## config.mk

```make
export PLATFORM = sky130hd
export DESIGN_NAME = ps2_kbd_rx_flat
export DESIGN_NICKNAME = d
export VERILOG_FILES = /design/src/rtl/ps2_rx_pkg.sv /design/src/rtl/ps2_kbd_rx_if.sv /design/src/rtl/ps2_code_fifo.sv /design/src/rtl/ps2_kbd_rx.sv /design/src/flat_wrapper.sv
export SDC_FILE = /design/constraint.sdc
export NUM_CORES = 1
export LEC_CHECK = 0
export ABC_AREA = 1
export CAP_MARGIN = 30
export CORE_MARGIN = 5
export CORE_UTILIZATION = 25
export DETAILED_ROUTE_END_ITERATION = 10
export HOLD_SLACK_MARGIN = 0.1
export PLACE_DENSITY = 0.44
export SKIP_CTS_REPAIR_TIMING = 1
export SYNTH_ARGS = -nofsm -noshare
export SYNTH_HDL_FRONTEND = slang
export SYNTH_SLANG_ARGS = --single-unit
```

## constraint.sdc

```tcl
create_clock -name clk_48m -period 2.75 [get_ports clk_48m]
set_input_delay 0.275 -clock clk_48m [delete_from_list [all_inputs] [get_ports clk_48m]]
set_output_delay 0.275 -clock clk_48m [all_outputs]
set_load 0.005 [all_outputs]
```

## src/rtl/ps2_rx_pkg.sv

```systemverilog
// rtl/ps2_rx_pkg.sv - shared types and constants for the PS/2 keyboard receiver
package ps2_rx_pkg;

  typedef enum logic [2:0] {
    ST_IDLE,
    ST_DATA,
    ST_PARITY,
    ST_STOP,
    ST_DONE
  } ps2_rx_state_t;

  // Prefix bytes folded into flags on the following scan code
  localparam logic [7:0] PS2_EXT = 8'hE0;
  localparam logic [7:0] PS2_REL = 8'hF0;

  // rel = preceded by F0 (release), ext = preceded by E0 (extended)
  typedef struct packed {
    logic       rel;
    logic       ext;
    logic [7:0] code;
  } ps2_code_t;

endpackage

```

## src/rtl/ps2_kbd_rx_if.sv

```systemverilog
// rtl/ps2_kbd_rx_if.sv - decoded scan code handshake between receiver and matrix logic
interface ps2_kbd_rx_if;
  logic       code_valid;
  logic       code_ready;
  logic [7:0] code;
  logic       code_ext;
  logic       code_release;

  modport master (
    output code_valid,
    output code,
    output code_ext,
    output code_release,
    input  code_ready
  );

  modport slave (
    input  code_valid,
    input  code,
    input  code_ext,
    input  code_release,
    output code_ready
  );
endinterface

```

## src/rtl/ps2_code_fifo.sv

```systemverilog
// rtl/ps2_code_fifo.sv - synchronous show-ahead FIFO of decoded scan codes
module ps2_code_fifo
  import ps2_rx_pkg::*;
#(
  parameter int DEPTH = 4,
  localparam int AW = $clog2(DEPTH)
) (
  input  logic          clk_48m,
  input  logic          reset,
  input  logic          push,
  input  ps2_code_t     push_data,
  input  logic          pop,
  output ps2_code_t     pop_data,
  output logic          full,
  output logic          empty,
  output logic [AW:0]   count
);

  ps2_code_t     mem [DEPTH];
  logic [AW-1:0] wr_ptr;
  logic [AW-1:0] rd_ptr;
  logic          do_push;
  logic          do_pop;

  assign empty   = (count == '0);
  assign full    = (count == (AW+1)'(DEPTH));
  assign do_pop  = pop & ~empty;
  // A full FIFO still takes a push when the head leaves on the same edge
  assign do_push = push & (~full | do_pop);
  // Head is forced to zero while empty so stale entries never leak out
  assign pop_data = empty ? '0 : mem[rd_ptr];

  // Pointers wrap naturally; occupancy tracks push/pop balance
  always_ff @(posedge clk_48m) begin
    if (reset) begin
      wr_ptr <= '0;
      rd_ptr <= '0;
      count  <= '0;
    end else begin
      if (do_push) wr_ptr <= wr_ptr + AW'(1);
      if (do_pop)  rd_ptr <= rd_ptr + AW'(1);
      case ({do_push, do_pop})
        2'b10:   count <= count + (AW+1)'(1);
        2'b01:   count <= count - (AW+1)'(1);
        default: count <= count;
      endcase
    end
  end

  // Storage array, contents are don't-care until written
  always_ff @(posedge clk_48m) begin
    if (do_push) mem[wr_ptr] <= push_data;
  end

endmodule

```

## src/rtl/ps2_kbd_rx.sv

```systemverilog
// rtl/ps2_kbd_rx.sv - PS/2 keyboard frame receiver with prefix folding and code FIFO
module ps2_kbd_rx
  import ps2_rx_pkg::*;
#(
  parameter int FILTER_LEN = 8,
  parameter int TIMEOUT    = 9600,
  parameter int FIFO_DEPTH = 4
) (
  input  logic         clk_48m,
  input  logic         reset,
  input  logic         ps2_clk,
  input  logic         ps2_dat,
  ps2_kbd_rx_if.master code_if,
  output logic         frame_err,
  output logic         overflow,
  input  logic         ovf_clr
);

  localparam int FW = $clog2(FILTER_LEN + 1);
  localparam int TW = $clog2(TIMEOUT);
  localparam int CW = $clog2(FIFO_DEPTH) + 1;

  logic          clk_s1, clk_s2, dat_s1, dat_s2;
  logic          filt_clk, filt_prev, fall;
  logic [FW-1:0] filt_cnt;

  ps2_rx_state_t state_q, state_d;
  logic [2:0]    bit_cnt;
  logic [7:0]    shift_q;
  logic          par_q;
  logic [TW-1:0] to_cnt;
  logic          to_hit;
  logic          parity_ok;
  logic          err_d;

  logic          ext_pend, rel_pend;
  logic          push_q;
  ps2_code_t     push_data;
  ps2_code_t     head;
  logic          fifo_full, fifo_empty, pop;
  logic [CW-1:0] fifo_count;

  // Two-flop synchronisers; both lines idle high
  always_ff @(posedge clk_48m) begin
    if (reset) begin
      {clk_s1, clk_s2, dat_s1, dat_s2} <= 4'b1111;
    end else begin
      clk_s1 <= ps2_clk;
      clk_s2 <= clk_s1;
      dat_s1 <= ps2_dat;
      dat_s2 <= dat_s1;
    end
  end

  // Glitch filter: flip the filtered clock only after FILTER_LEN steady samples
  always_ff @(posedge clk_48m) begin
    if (reset) begin
      filt_clk <= 1'b1;
      filt_cnt <= '0;
    end else if (clk_s2 == filt_clk) begin
      filt_cnt <= '0;
    end else if (filt_cnt == FW'(FILTER_LEN - 1)) begin
      filt_clk <= clk_s2;
      filt_cnt <= '0;
    end else begin
      filt_cnt <= filt_cnt + FW'(1);
    end
  end

  // Registered falling-edge strobe of the filtered clock
  always_ff @(posedge clk_48m) begin
    if (reset) begin
      filt_prev <= 1'b1;
      fall      <= 1'b0;
    end else begin
      filt_prev <= filt_clk;
      fall      <= filt_prev & ~filt_clk;
    end
  end

  // Odd parity over data byte plus parity bit
  assign parity_ok = ^{shift_q, par_q};
  // Counter reloads on each fall, so this fires TIMEOUT cycles after the last one
  assign to_hit    = ~fall & (to_cnt == TW'(TIMEOUT - 2));

  // Frame state register
  always_ff @(posedge clk_48m) begin
    if (reset) state_q <= ST_IDLE;
    else       state_q <= state_d;
  end

  // Frame next-state and error decision
  always_comb begin
    state_d = state_q;
    err_d   = 1'b0;
    case (state_q)
      ST_IDLE: begin
        if (fall && !dat_s2) state_d = ST_DATA;
      end
      ST_DATA: begin
        if (fall) begin
          if (bit_cnt == 3'd7) state_d = ST_PARITY;
        end else if (to_hit) begin
          state_d = ST_IDLE;
          err_d   = 1'b1;
        end
      end
      ST_PARITY: begin
        if (fall) begin
          state_d = ST_STOP;
        end else if (to_hit) begin
          state_d = ST_IDLE;
          err_d   = 1'b1;
        end
      end
      ST_STOP: begin
        if (fall) begin
          if (dat_s2 && parity_ok) begin
            state_d = ST_DONE;
          end else begin
            state_d = ST_IDLE;
            err_d   = 1'b1;
          end
        end else if (to_hit) begin
          state_d = ST_IDLE;
          err_d   = 1'b1;
        end
      end
      ST_DONE: state_d = ST_IDLE;
      default: state_d = ST_IDLE;
    endcase
  end

  // Bit shifting, parity capture and inter-edge timeout counter
  always_ff @(posedge clk_48m) begin
    if (reset) begin
      bit_cnt <= '0;
      shift_q <= '0;
      par_q   <= 1'b0;
      to_cnt  <= '0;
    end else begin
      if (fall || state_q == ST_IDLE || state_q == ST_DONE) to_cnt <= '0;
      else                                                   to_cnt <= to_cnt + TW'(1);
      if (fall) begin
        case (state_q)
          ST_IDLE:   bit_cnt <= '0;
          ST_DATA: begin
            shift_q <= {dat_s2, shift_q[7:1]};
            bit_cnt <= bit_cnt + 3'd1;
          end
          ST_PARITY: par_q <= dat_s2;
          default:   ;
        endcase
      end
    end
  end

  // Prefix folding and FIFO write request; errors drop any pending prefix
  always_ff @(posedge clk_48m) begin
    if (reset) begin
      ext_pend  <= 1'b0;
      rel_pend  <= 1'b0;
      push_q    <= 1'b0;
      push_data <= '0;
      frame_err <= 1'b0;
    end else begin
      push_q    <= 1'b0;
      frame_err <= err_d;
      if (err_d) begin
        ext_pend <= 1'b0;
        rel_pend <= 1'b0;
      end else if (state_q == ST_DONE) begin
        if (shift_q == PS2_EXT) begin
          ext_pend <= 1'b1;
        end else if (shift_q == PS2_REL) begin
          rel_pend <= 1'b1;
        end else begin
          push_q    <= 1'b1;
          push_data <= {rel_pend, ext_pend, shift_q};
          ext_pend  <= 1'b0;
          rel_pend  <= 1'b0;
        end
      end
    end
  end

  assign pop = ~fifo_empty & code_if.code_ready;

  // Sticky overflow; a drop on the same cycle as a clear keeps it set
  always_ff @(posedge clk_48m) begin
    if (reset)                              overflow <= 1'b0;
    else if (push_q && fifo_full && !pop)   overflow <= 1'b1;
    else if (ovf_clr)                       overflow <= 1'b0;
  end

  ps2_code_fifo #(.DEPTH(FIFO_DEPTH)) u_fifo (
    .clk_48m   (clk_48m),
    .reset     (reset),
    .push      (push_q),
    .push_data (push_data),
    .pop       (pop),
    .pop_data  (head),
    .full      (fifo_full),
    .empty     (fifo_empty),
    .count     (fifo_count)
  );

  assign code_if.code_valid   = ~fifo_empty;
  assign code_if.code         = head.code;
  assign code_if.code_ext     = head.ext;
  assign code_if.code_release = head.rel;

  // Full flag and occupancy must agree
  a_fifo_count: assert property (@(posedge clk_48m) disable iff (reset)
    fifo_full == (fifo_count == CW'(FIFO_DEPTH)));

endmodule

```

## src/flat_wrapper.sv

```systemverilog
// flat-port wrapper written by rule: the top's interface ports become plain ports
module ps2_kbd_rx_flat import ps2_rx_pkg::*;
#(
  parameter int FILTER_LEN = 8,
  parameter int TIMEOUT    = 9600,
  parameter int FIFO_DEPTH = 4
)
  (clk_48m, reset, ps2_clk, ps2_dat, frame_err, overflow, ovf_clr, code_if_code_valid, code_if_code, code_if_code_ext, code_if_code_release, code_if_code_ready);
  ps2_kbd_rx_if code_if_i ();
  input  logic clk_48m;
  input  logic reset;
  input  logic ps2_clk;
  input  logic ps2_dat;
  output logic frame_err;
  output logic overflow;
  input  logic ovf_clr;
  output wire logic [$bits(code_if_i.code_valid)-1:0] code_if_code_valid;
  output wire logic [$bits(code_if_i.code)-1:0] code_if_code;
  output wire logic [$bits(code_if_i.code_ext)-1:0] code_if_code_ext;
  output wire logic [$bits(code_if_i.code_release)-1:0] code_if_code_release;
  input wire logic [$bits(code_if_i.code_ready)-1:0] code_if_code_ready;
  assign code_if_code_valid = code_if_i.code_valid;
  assign code_if_code = code_if_i.code;
  assign code_if_code_ext = code_if_i.code_ext;
  assign code_if_code_release = code_if_i.code_release;
  assign code_if_i.code_ready = code_if_code_ready;
  ps2_kbd_rx #(.FILTER_LEN(FILTER_LEN), .TIMEOUT(TIMEOUT), .FIFO_DEPTH(FIFO_DEPTH)) u_core (.clk_48m(clk_48m), .reset(reset), .ps2_clk(ps2_clk), .ps2_dat(ps2_dat), .code_if(code_if_i), .frame_err(frame_err), .overflow(overflow), .ovf_clr(ovf_clr));
endmodule
```

==> results of run 1 <==
worst min-delay path by stage:
stage,from,endpoint,slack [ps],depth (start not counted)
2_1_floorplan,ps2_clk,u_core.clk_s1,380,1
3_3_place_gp,u_core.clk_s1,u_core.clk_s2,390,1
3_5_place_dp,u_core.clk_s1,u_core.clk_s2,400,1
4_1_cts,u_core.filt_prev,u_core.fall,410,2
5_1_grt,u_core.clk_s1,u_core.clk_s2,430,1
6_report,u_core.filt_prev,u_core.fall,410,2
registers in the layout, indices dropped and copies added, names as in the netlist, 2 cells and up, named ones only:
name,count
u_core.filt_cnt,4
u_core.state_q,3
u_core.bit_cnt,3
u_core.push_data,10
u_core.u_fifo.wr_ptr,2
u_core.u_fifo.mem,40
u_core.u_fifo.rd_ptr,2
u_core.to_cnt,14
u_core.u_fifo.count,3
u_core.shift_q,8
per-layer routing:
layer	vias up	track usage [%]
met2	33	15.3
met1	1449	10.9
li1	1723	-
met5	-	0
met3	12	2.95
met4	0	3.15
synthesized netlist by cell type (all sizes together), types with 2 or more instances:
library cell and instances:
nand3 14, o21ai 57, buf 3, nor4 3
xnor2 2, ha 10, nand4 10, a21oi 53
or2 6, dfxtp 64, nor3b 4, edfxtp 40
clkbuf 10, nor2 85, nor3 6, nand2 70
inv 60
placed cells by master, fill, tap and decap left out, types with 4 or more instances in the layout:
cell type | synthesis | final
sky130_fd_sc_hd__or2_2 | 5 | 5
sky130_fd_sc_hd__nor3_1 | 5 | 5
sky130_fd_sc_hd__nor2_1 | 78 | 78
sky130_fd_sc_hd__edfxtp_1 | 40 | 40
sky130_fd_sc_hd__o21ai_0 | 55 | 55
sky130_fd_sc_hd__buf_4 | 0 | 11
sky130_fd_sc_hd__nand3_1 | 12 | 12
sky130_fd_sc_hd__a21oi_1 | 53 | 53
sky130_fd_sc_hd__clkdlybuf4s50_1 | 0 | 18
sky130_fd_sc_hd__nand2_1 | 68 | 68
sky130_fd_sc_hd__nor2_2 | 4 | 4
sky130_fd_sc_hd__inv_2 | 10 | 10
sky130_fd_sc_hd__nand4_1 | 10 | 10
sky130_fd_sc_hd__dfxtp_1 | 64 | 64
sky130_fd_sc_hd__ha_1 | 10 | 10
sky130_fd_sc_hd__clkbuf_16 | 0 | 9
sky130_fd_sc_hd__inv_1 | 50 | 50
cells by family after synthesis:
group                    Yosys count  synth area share (%)
adder cells (fa/ha/maj)           11                  3.29
AO/OA/AOI/OAI                    112                  12.8
AND/OR/NAND/NOR                  200                  20.4
flip-flops                       104                  56.3
buffers and inverters             74                  6.55
XOR/XNOR                           3                 0.596
per-stage QoR:
| stage | hold slack (ps) | utilization (%) | setup slack [ps] |
|---|---|---|---|
| 2_1_floorplan | 379 | - | 826 |
| 3_3_place_gp | 394 | 28.3 | 398 |
| 3_5_place_dp | 399 | 28.3 | 384 |
| 4_1_cts | 412 | 30.0 | 429 |
| 5_1_grt | 431 | 30.0 | 313 |
| 6_report | 408 | 30.0 | 504 |
power by group through the flow:
stage / combinational (mW) / sequential, mW / clock [mW]
after global routing: 0.290 / 1.61 / 1.39
after global placement: 0.259 / 1.65 / 0
after floorplan: 0.143 / 1.64 / 0
after detailed placement: 0.262 / 1.65 / 0
after CTS: 0.263 / 1.61 / 1.33
final: 0.253 / 1.61 / 1.27
worst max-delay path: cells and delay by family, from the launching register on:
kind,cells,cell delay (ps)
buf+inv,2,830
flops,1,340
compound gates,2,280
simple gates,1,180
layout make-up:
class,count,area (sq um)
clock buffer,11,233
clock inverter,5,63.8
tap,225,282
sequential,104,2480
fill,1845,12100
timing repair buffer,29,263
inverter,61,229
multi-input combinational,326,1640
==> flow_metrics.tcl, run 1 <==
set metrics [dict create \
    numCtsBuffers 9 \
    dieHeight_microns 143 \
    worst_path_max_delay_cell "sky130_fd_sc_hd__clkdlybuf4s50_1" \
    power.share.switching_pct 22.7 \
    die_ar_sq_mm 0.0204 \
    netlist_top_cells_area "sky130_fd_sc_hd__dfxtp_1, sky130_fd_sc_hd__edfxtp_1, sky130_fd_sc_hd__nor2_1" \
    die_w_microns 143 \
    ys_seq_area_share_pct 56.3 \
    hold_class "reg2reg" \
    wl_per_cell_microns 11.5 \
    first_pass_iters 6 \
    run_status "finished clean" \
    cts_tree "yes" \
    arrival_ps 1970 \
    share_of_total_power_in_combinational_logic_pct 8.0 \
    clock_pin_slew_on_the_worst_setup_and_hold_paths_ps 70 \
    floorplan.initialDensity_pct 25.5 \
    maxCapViolCount 0 \
    yosysTopAreaCellShare_pct 29.1 \
    report.power.total_mw 3.14 \
    crit_path_end_kind "primary output" \
    design_area_sq_mm 0.00519 \
    met2_wirelength_microns 4150 \
    synth_fp_nets 521 \
    fmax_mhz 445 \
    critPathMaxStageDelay_ps 530 \
    grt.total_usage_pct 9.05 \
    yosysWarnings 0 \
    cts-root-buf "sky130_fd_sc_hd__clkbuf_16" \
    cts_htree_levels 3 \
    critical_path.reg2reg.endpoint "u_core.u_fifo.count[2]" \
    r2r-start "u_core.u_fifo.count[0]" \
    synth-edff-count 40 \
    min_period_over_period_pct 81.7 \
    clockPowerShare_pct 40.6 \
    drt_iter0_drc 146 \
    tightestPinTransition_ps 460 \
    post_route_cells_drive_above_1_share_pct 9.89 \
    crit_path_cell_trace "clkinv_1 > nor2_1 > o21ai_0 > a21oi_1 > clkdlybuf4s50_1" \
    remaining_max_slew_budget_at_the_tightest_pin_pct 69.1 \
    timing.critical_path.fanout_max 10 \
    drt-total-wl_microns 8730 \
    globalRoute.totalOverflow 0 \
    synth.distinct_cells 35 \
    synth_area_per_cell_sq_um 8.75 \
    syn_area_sq_mm 0.00441 \
    num_rows 48 \
    final_antenna_net_count 0 \
    met1_length_microns 4150 \
    met3_length_microns 281 \
    dr_total_vias 3217 \
    worstSkewPairLatency_ps 340 \
    finalHoldViolations 0 \
    report.final.slew_viol_count 0 \
    worst_ir_drop_vdd_mv 0.315 \
    highest_metal_layer_with_signal_wires "met4" \
    nNetsFinal 548 \
    fin_crit_ps 2250 \
    cts.sink_count 104 \
    synth_cells 504 \
    ctsLongestPathBuffers 2 \
    startpoint_type "register" \
    finalSetupViolations 0 \
    detailed_place.area_sq_mm 0.00489 \
    p_leak_nw 1.91 \
    buffer_ports.inserted 18 \
    n_antenna_cell 0 \
    synth_top_cell_by_area "sky130_fd_sc_hd__dfxtp_1" \
    syn2layout_area_growth_pct 17.7 \
    power_density_mw_per_mm2 605 \
    first_pass_grt_wire_length_microns 14500 \
    fin_skew_ps 5.82 \
    grt_setup_unrepaired "no" \
    ff2ff_path_depth 11 \
    ys_dominant_reg_cell "sky130_fd_sc_hd__dfxtp_1" \
    power.share.sequential_pct 51.3 \
    cp-endpoint "code_if_code[5]" \
    critical_path_required_ps 2480 \
    fp.coreArea_sq_mm 0.0173 \
    grt_start_max_net_pins 21 \
    layout.cells.non_filler 761 \
    power.switching_mw 0.713 \
    setup-tns-final_ps 0 \
    finalWeightedCongestion 0.805 \
    hpwl_microns 6010 \
    timing_worst_setup_path_type "reg2out" \
    synth-async-reset-ratio_pct 0 \
    drcViolationCount 0 \
    dp_cells 745 \
    io_pins 19 \
    r2r_slack_ps 620 \
    vias_per_cell 4.23 \
    cell_internal_pwr_mw 2.43 \
    synth.ff_latch_count 104 \
    number_of_global_route_vias_before_repair 3035 \
    antenna_violations_before_repair 0 \
]
Power figures use the tool's default switching activity.
==> inputs of run 2 (changes only) <==
--- a/config.mk
+++ b/config.mk
@@ -11,7 +11,7 @@
 export CORE_UTILIZATION = 25
 export DETAILED_ROUTE_END_ITERATION = 10
 export HOLD_SLACK_MARGIN = 0.1
-export PLACE_DENSITY = 0.44
+export PLACE_DENSITY = 0.45
 export SKIP_CTS_REPAIR_TIMING = 1
 export SYNTH_ARGS = -nofsm -noshare
 export SYNTH_HDL_FRONTEND = slang
==> constraint.sdc (replaced) <==
create_clock -name clk_48m -period 2.02 [get_ports clk_48m]
set_input_delay 0.202 -clock clk_48m [delete_from_list [all_inputs] [get_ports clk_48m]]
set_output_delay 0.202 -clock clk_48m [all_outputs]
set_load 0.005 [all_outputs]
==> run 2 against run 1 <==
Sequential cell count unchanged. Highest routed layer unchanged. Setup slack got worse by 480 ps. Sequential power increased by 37%. Clock power increased by 33%. Critical endpoint is now code_if_code[1]. Die area unchanged. Wire length increased by 1.1%.
==> flow_metrics.tcl, run 2 (synthesis gave the netlist of run 1 again) <==
set metrics [dict create \
    report.power.total_mw 4.27 \
    number_of_global_route_vias_before_repair 3130 \
    buffer_ports.inserted 18 \
    largest_register_ffs 40 \
    antenna_violations_before_repair 0 \
    maxCapViolCount 0 \
    cts-root-buf "sky130_fd_sc_hd__clkbuf_16" \
    cts_tree "yes" \
    power_density_mw_per_mm2 805 \
    crit_path_end_kind "primary output" \
    grtUsageMet2_pct 14.5 \
    worst_path_max_delay_cell "sky130_fd_sc_hd__clkdlybuf4s50_1" \
    post_route_cells_drive_above_1_share_pct 12.8 \
    finalSetupViolations 0 \
    syn2layout_area_growth_pct 20.2 \
    tightestPinTransition_ps 430 \
    hold_path_depth 2 \
    drcViolationCount 0 \
    numCtsBuffers 9 \
    cts.sink_count 104 \
    layout.cells.most_common_list "sky130_fd_sc_hd__nor2_1, sky130_fd_sc_hd__nand2_1, sky130_fd_sc_hd__dfxtp_1" \
    grt.total_usage_pct 8.83 \
    grt_start_max_net_pins 30 \
    first_pass_iters 5 \
    crit_path_cell_trace "buf_6 > nor2_1 > nor2_1 > o21ai_0 > a21oi_1 > clkdlybuf4s50_1" \
    hpwl_microns 6080 \
    first_pass_grt_wire_length_microns 14400 \
    die_w_microns 143 \
    critPathMaxStageDelay_ps 510 \
    worstSkewPairLatency_ps 350 \
    arrival_ps 1800 \
    dr_total_vias 3282 \
    ctsLongestPathBuffers 2 \
    fmax_mhz 500 \
    worst_ir_drop_vdd_mv 0.406 \
    r2r_slack_ps 160 \
    critical_path.reg2reg.endpoint "u_core.u_fifo.count[2]" \
    timing.hold.worst_endpoint "u_core.fall" \
    p_leak_nw 2.09 \
    vias_per_cell 4.26 \
    r2r-start "u_core.u_fifo.count[0]" \
    globalRoute.totalOverflow 0 \
    fin_crit_ps 2000 \
    final_antenna_net_count 0 \
    wl_per_cell_microns 11.5 \
    floorplan.initialDensity_pct 25.5 \
    clock_pin_slew_on_the_worst_setup_and_hold_paths_ps 70 \
    groute.layer.met3.usage_pct 2.88 \
    ff2ff_path_depth 11 \
    remaining_max_slew_budget_at_the_tightest_pin_pct 71.1 \
    drt_iter0_drc 112 \
    io_pins 19 \
    regMostFlops "u_core.u_fifo.mem" \
    path_buf_inv 2 \
    use_met1_pct 10.7 \
    worst-path-stages 6 \
    fp.coreArea_sq_mm 0.0173 \
    run_status "finished clean" \
    gr-max-usage-layer "met2" \
    layout_top_registers "u_core.u_fifo.mem (40), u_core.to_cnt (14), u_core.push_data (10)" \
    worstHoldStart "u_core.filt_prev" \
    timing_worst_setup_path_type "reg2out" \
    die_ar_sq_mm 0.0204 \
    n_antenna_cell 0 \
    dieHeight_microns 143 \
    setup-tns-final_ps 0 \
    report.final.slew_viol_count 0 \
    critical_path_required_ps 1820 \
    dp_cells 750 \
    layout.cells.non_filler 770 \
    critPathTopFamily "buffers and inverters" \
    num_rows 48 \
    hold_class "reg2reg" \
    fin_skew_ps 8.55 \
    critical_path.most_common_cell "sky130_fd_sc_hd__nor2_1" \
    min_period_over_period_pct 99.0 \
    nNetsFinal 557 \
    final_core_util_pct 30.6 \
    startpoint_type "register" \
    grt_setup_unrepaired "yes" \
    commonest_non_fill_non_tap_cell_in_the_layout "sky130_fd_sc_hd__nor2_1" \
    finalWeightedCongestion 0.770 \
    cts_htree_levels 3 \
    timing.critical_path.fanout_max 12 \
    drt-total-wl_microns 8820 \
    finalHoldViolations 0 \
]
==> run 2: layout make-up <==
type,count,area [sq um]
timing repair buffer,35,332
sequential,104,2490
clock buffer,9,225
clock inverter,7,63.8
tap,225,282
multi-input combinational,326,1650
timing repair inverter,3,22.5
fill,1825,12000
inverter,61,236
==> run 2: stage by stage <==
step | instance area, sq um | hold WS, ps | worst slack [ps]
final | 5300 | 405 | 20.2
after CTS | 5220 | 396 | -253
after global placement | 4930 | 393 | -105
after floorplan | 4410 | 306 | 95.6
after global routing | 5300 | 412 | -145
after detailed placement | 4930 | 398 | -155
==> run 2: per-layer routing <==
| metal | vias to the layer above | share of wire (%) |
|---|---|---|
| li1 | 1744 | - |
| met1 | 1493 | 47 |
| met2 | 34 | 48 |
| met3 | 11 | 3.4 |
| met4 | 0 | 1.6 |
| met5 | - | 0 |
==> run 2: worst min-delay path: cells and delay by family, from the launching register on <==
| family | cells | cell delay [ps] |
|---|---|---|
| buffers and inverters | 1 | 40 |
| DFF | 1 | 300 |
| and+or+nand+nor | 1 | 30 |
==> run 2: how the worst max path moves through the flow <==
stage                                   to                    from
floorplan           u_core.u_fifo.count[2]  u_core.u_fifo.count[0]
global placement    u_core.u_fifo.count[2]      code_if_code_ready
detailed placement  u_core.u_fifo.count[2]      code_if_code_ready
CTS                        code_if_code[6]                register
global route          code_if_code_release                register
finish                     code_if_code[1]                register
==> run 2: power breakdown <==
group | total, mW | switching (mW) | leakage (nW) | internal, mW
logic | 0.371 | 0.204 | 0.996 | 0.167
clock network | 1.69 | 0.821 | 0.143 | 0.864
registers | 2.21 | 0.0264 | 0.950 | 2.18
total | 4.27 | 1.05 | 2.09 | 3.21
==> inputs of run 3 (changes only) <==
--- a/config.mk
+++ b/config.mk
@@ -11,7 +11,7 @@
 export CORE_UTILIZATION = 25
 export DETAILED_ROUTE_END_ITERATION = 10
 export HOLD_SLACK_MARGIN = 0.1
-export PLACE_DENSITY = 0.45
+export PLACE_DENSITY = 0.44
 export SKIP_CTS_REPAIR_TIMING = 1
 export SYNTH_ARGS = -nofsm -noshare
 export SYNTH_HDL_FRONTEND = slang
==> constraint.sdc (replaced) <==
create_clock -name clk_48m -period 2 [get_ports clk_48m]
set_input_delay 0.2 -clock clk_48m [delete_from_list [all_inputs] [get_ports clk_48m]]
set_output_delay 0.2 -clock clk_48m [all_outputs]
set_load 0.005 [all_outputs]
==> run 3 against run 2 <==
Total power rose by 2.7%. Final cell count shrank 0.26%. First-iteration DRC count rose by 38%. Highest routed layer unchanged.
==> flow_metrics.tcl, run 3 (synthesis gave the netlist of run 1 again) <==
set metrics [dict create \
    run_status "finished clean" \
    layout.cells.most_common_list "sky130_fd_sc_hd__nor2_1, sky130_fd_sc_hd__nand2_1, sky130_fd_sc_hd__dfxtp_1" \
    r2r-start "u_core.u_fifo.count[1]" \
    hpwl_microns 6210 \
    nFillCells 1826 \
    multiInputGateArea_sq_mm 0.00165 \
    critical_path.reg2reg.endpoint "u_core.u_fifo.count[2]" \
    timing_worst_setup_path_type "reg2reg" \
    holdWs_ps 409 \
    nNetsFinal 555 \
    antenna_violations_before_repair 0 \
    n_antenna_cell 0 \
    ff2ff_path_depth 11 \
    largest_register_ffs 40 \
    post_route_cells_drive_above_1_share_pct 12.3 \
    syn2layout_area_growth_pct 20.3 \
    ctsLongestPathBuffers 2 \
    worstSkewPairLatency_ps 350 \
    cts-root-buf "sky130_fd_sc_hd__clkbuf_16" \
    detailed_place.area_sq_mm 0.00495 \
    fin_crit_ps 1880 \
    regMostFlops "u_core.u_fifo.mem" \
    worstHoldStart "u_core.filt_prev" \
    p_leak_nw 2.12 \
    first_pass_grt_wire_length_microns 15500 \
    cts_htree_levels 3 \
    worst_ir_drop_vdd_mv 0.462 \
    finalSetupViolations 0 \
    die_w_microns 143 \
    first_pass_iters 5 \
    final_antenna_net_count 0 \
    clock_pin_slew_on_the_worst_setup_and_hold_paths_ps 70 \
    grt_setup_unrepaired "yes" \
    maxCapViolCount 0 \
    report.final.slew_viol_count 0 \
    hold_path_depth 2 \
    grt_start_max_net_pins 30 \
    arrival_ps 2120 \
    design_area_sq_mm 0.00531 \
    dieHeight_microns 143 \
    cts_tree "yes" \
    dp_cells 751 \
    drt_iter0_drc 154 \
    timing.hold.worst_endpoint "u_core.fall" \
    critical_path_required_ps 2240 \
    timing.critical_path.fanout_max 3 \
    commonest_non_fill_non_tap_cell_in_the_layout "sky130_fd_sc_hd__nor2_1" \
    finalWeightedCongestion 0.766 \
    fp.coreArea_sq_mm 0.0173 \
    die_ar_sq_mm 0.0204 \
    vias_per_cell 4.29 \
    report.power.total_mw 4.38 \
    num_rows 48 \
    layout.cells.non_filler 768 \
    power_density_mw_per_mm2 826 \
    remaining_max_slew_budget_at_the_tightest_pin_pct 70.3 \
    min_period_over_period_pct 94.2 \
    io_pins 19 \
    numCtsBuffers 9 \
    tightestPinTransition_ps 442 \
    fmax_mhz 531 \
    wl_per_cell_microns 11.6 \
    number_of_global_route_vias_before_repair 3275 \
    layout_top_registers "u_core.u_fifo.mem (40), u_core.to_cnt (14), u_core.push_data (10)" \
    crit_path_end_kind "register" \
    drt-total-wl_microns 8900 \
    hold_class "reg2reg" \
    dr_total_vias 3292 \
    critPathMaxStageDelay_ps 350 \
    worst_path_max_delay_cell "sky130_fd_sc_hd__fa_2" \
    buffer_ports.inserted 18 \
    drcViolationCount 0 \
    crit_path_cell_trace "nor2_2 > nand3_1 > and2_1 > inv_1 > ha_1 > inv_1 > fa_2 > a21oi_2 > o21ai_1 > o21ai_1 > a21oi_1" \
    final_core_util_pct 30.7 \
    cts.sink_count 104 \
    startpoint_type "register" \
    area.sequential_sq_mm 0.00248 \
    r2r_slack_ps 120 \
    floorplan.initialDensity_pct 25.5 \
    fin_skew_ps 7.57 \
    grt.total_usage_pct 9.61 \
    globalRoute.totalOverflow 0 \
    finalHoldViolations 0 \
]
## run 3: cell count changes in the layout (fill, tap and decap cells not counted), moves of 2 or more
cell,delta
sky130_fd_sc_hd__inv_8,-2
sky130_fd_sc_hd__dlymetal6s2s_1,+2
sky130_fd_sc_hd__dfxtp_1,+3
sky130_fd_sc_hd__clkdlybuf4s50_1,-2
sky130_fd_sc_hd__dfxtp_4,-2
sky130_fd_sc_hd__inv_6,+2
sky130_fd_sc_hd__clkinv_4,-3
sky130_fd_sc_hd__nor2_2,+2
## run 3: power by group
part / total (mW) / leakage (nW) / switching, mW / internal [mW]
sequential: 2.22 / 0.948 / 0.0166 / 2.20
clock: 1.78 / 0.142 / 0.793 / 0.988
combinational: 0.382 / 1.03 / 0.210 / 0.172
total: 4.38 / 2.12 / 1.02 / 3.36
## run 3: stage by stage
| stage | setup slack (ps) | setup TNS [ps] |
|---|---|---|
| 3_3_place_gp | -129 | -129 |
| 6_report | 116 | 0 |
| 5_1_grt | -91.5 | -91.5 |
| 2_1_floorplan | 75.6 | 0 |
| 4_1_cts | -181 | -1580 |
| 3_5_place_dp | -208 | -208 |
## run 3: worst max-delay path: cells and delay by family (launching register included)
kind            cells  cell delay [ps]
flops               1              340
simple gates        3              390
compound gates      4              430
fa+ha+maj           2              490
buf+inv             2              140
## run 3: how the worst max path moves through the flow
stage | from | end | slack [ps] | cells after the start
floorplan | u_core.u_fifo.count[0] | u_core.u_fifo.count[2] | 80 | 11
global placement | code_if_code_ready | u_core.u_fifo.count[2] | -130 | 12
detailed placement | code_if_code_ready | u_core.u_fifo.count[2] | -210 | 12
CTS | register | code_if_code[4] | -180 | 5
global route | u_core.u_fifo.count[1] | u_core.u_fifo.count[2] | -90 | 11
finish | u_core.u_fifo.count[1] | u_core.u_fifo.count[2] | 120 | 11
## run 3: area by class of cell
| type | count | area share [%] |
|---|---|---|
| tap | 225 | 5.31 |
| clock buffer | 10 | 4.32 |
| clock inverter | 6 | 1.39 |
| sequential | 104 | 46.8 |
| inverter | 61 | 4.39 |
| timing repair buffer | 35 | 6.58 |
| timing repair inverter | 1 | 0.141 |
| multi-input combinational | 326 | 31.1 |
## run 3: routing by layer
layer	global-route usage [%]	wire length, microns
met1	11.6	4240
met2	15.9	4170
met3	3.52	348
met4	3.25	145
met5	0	0
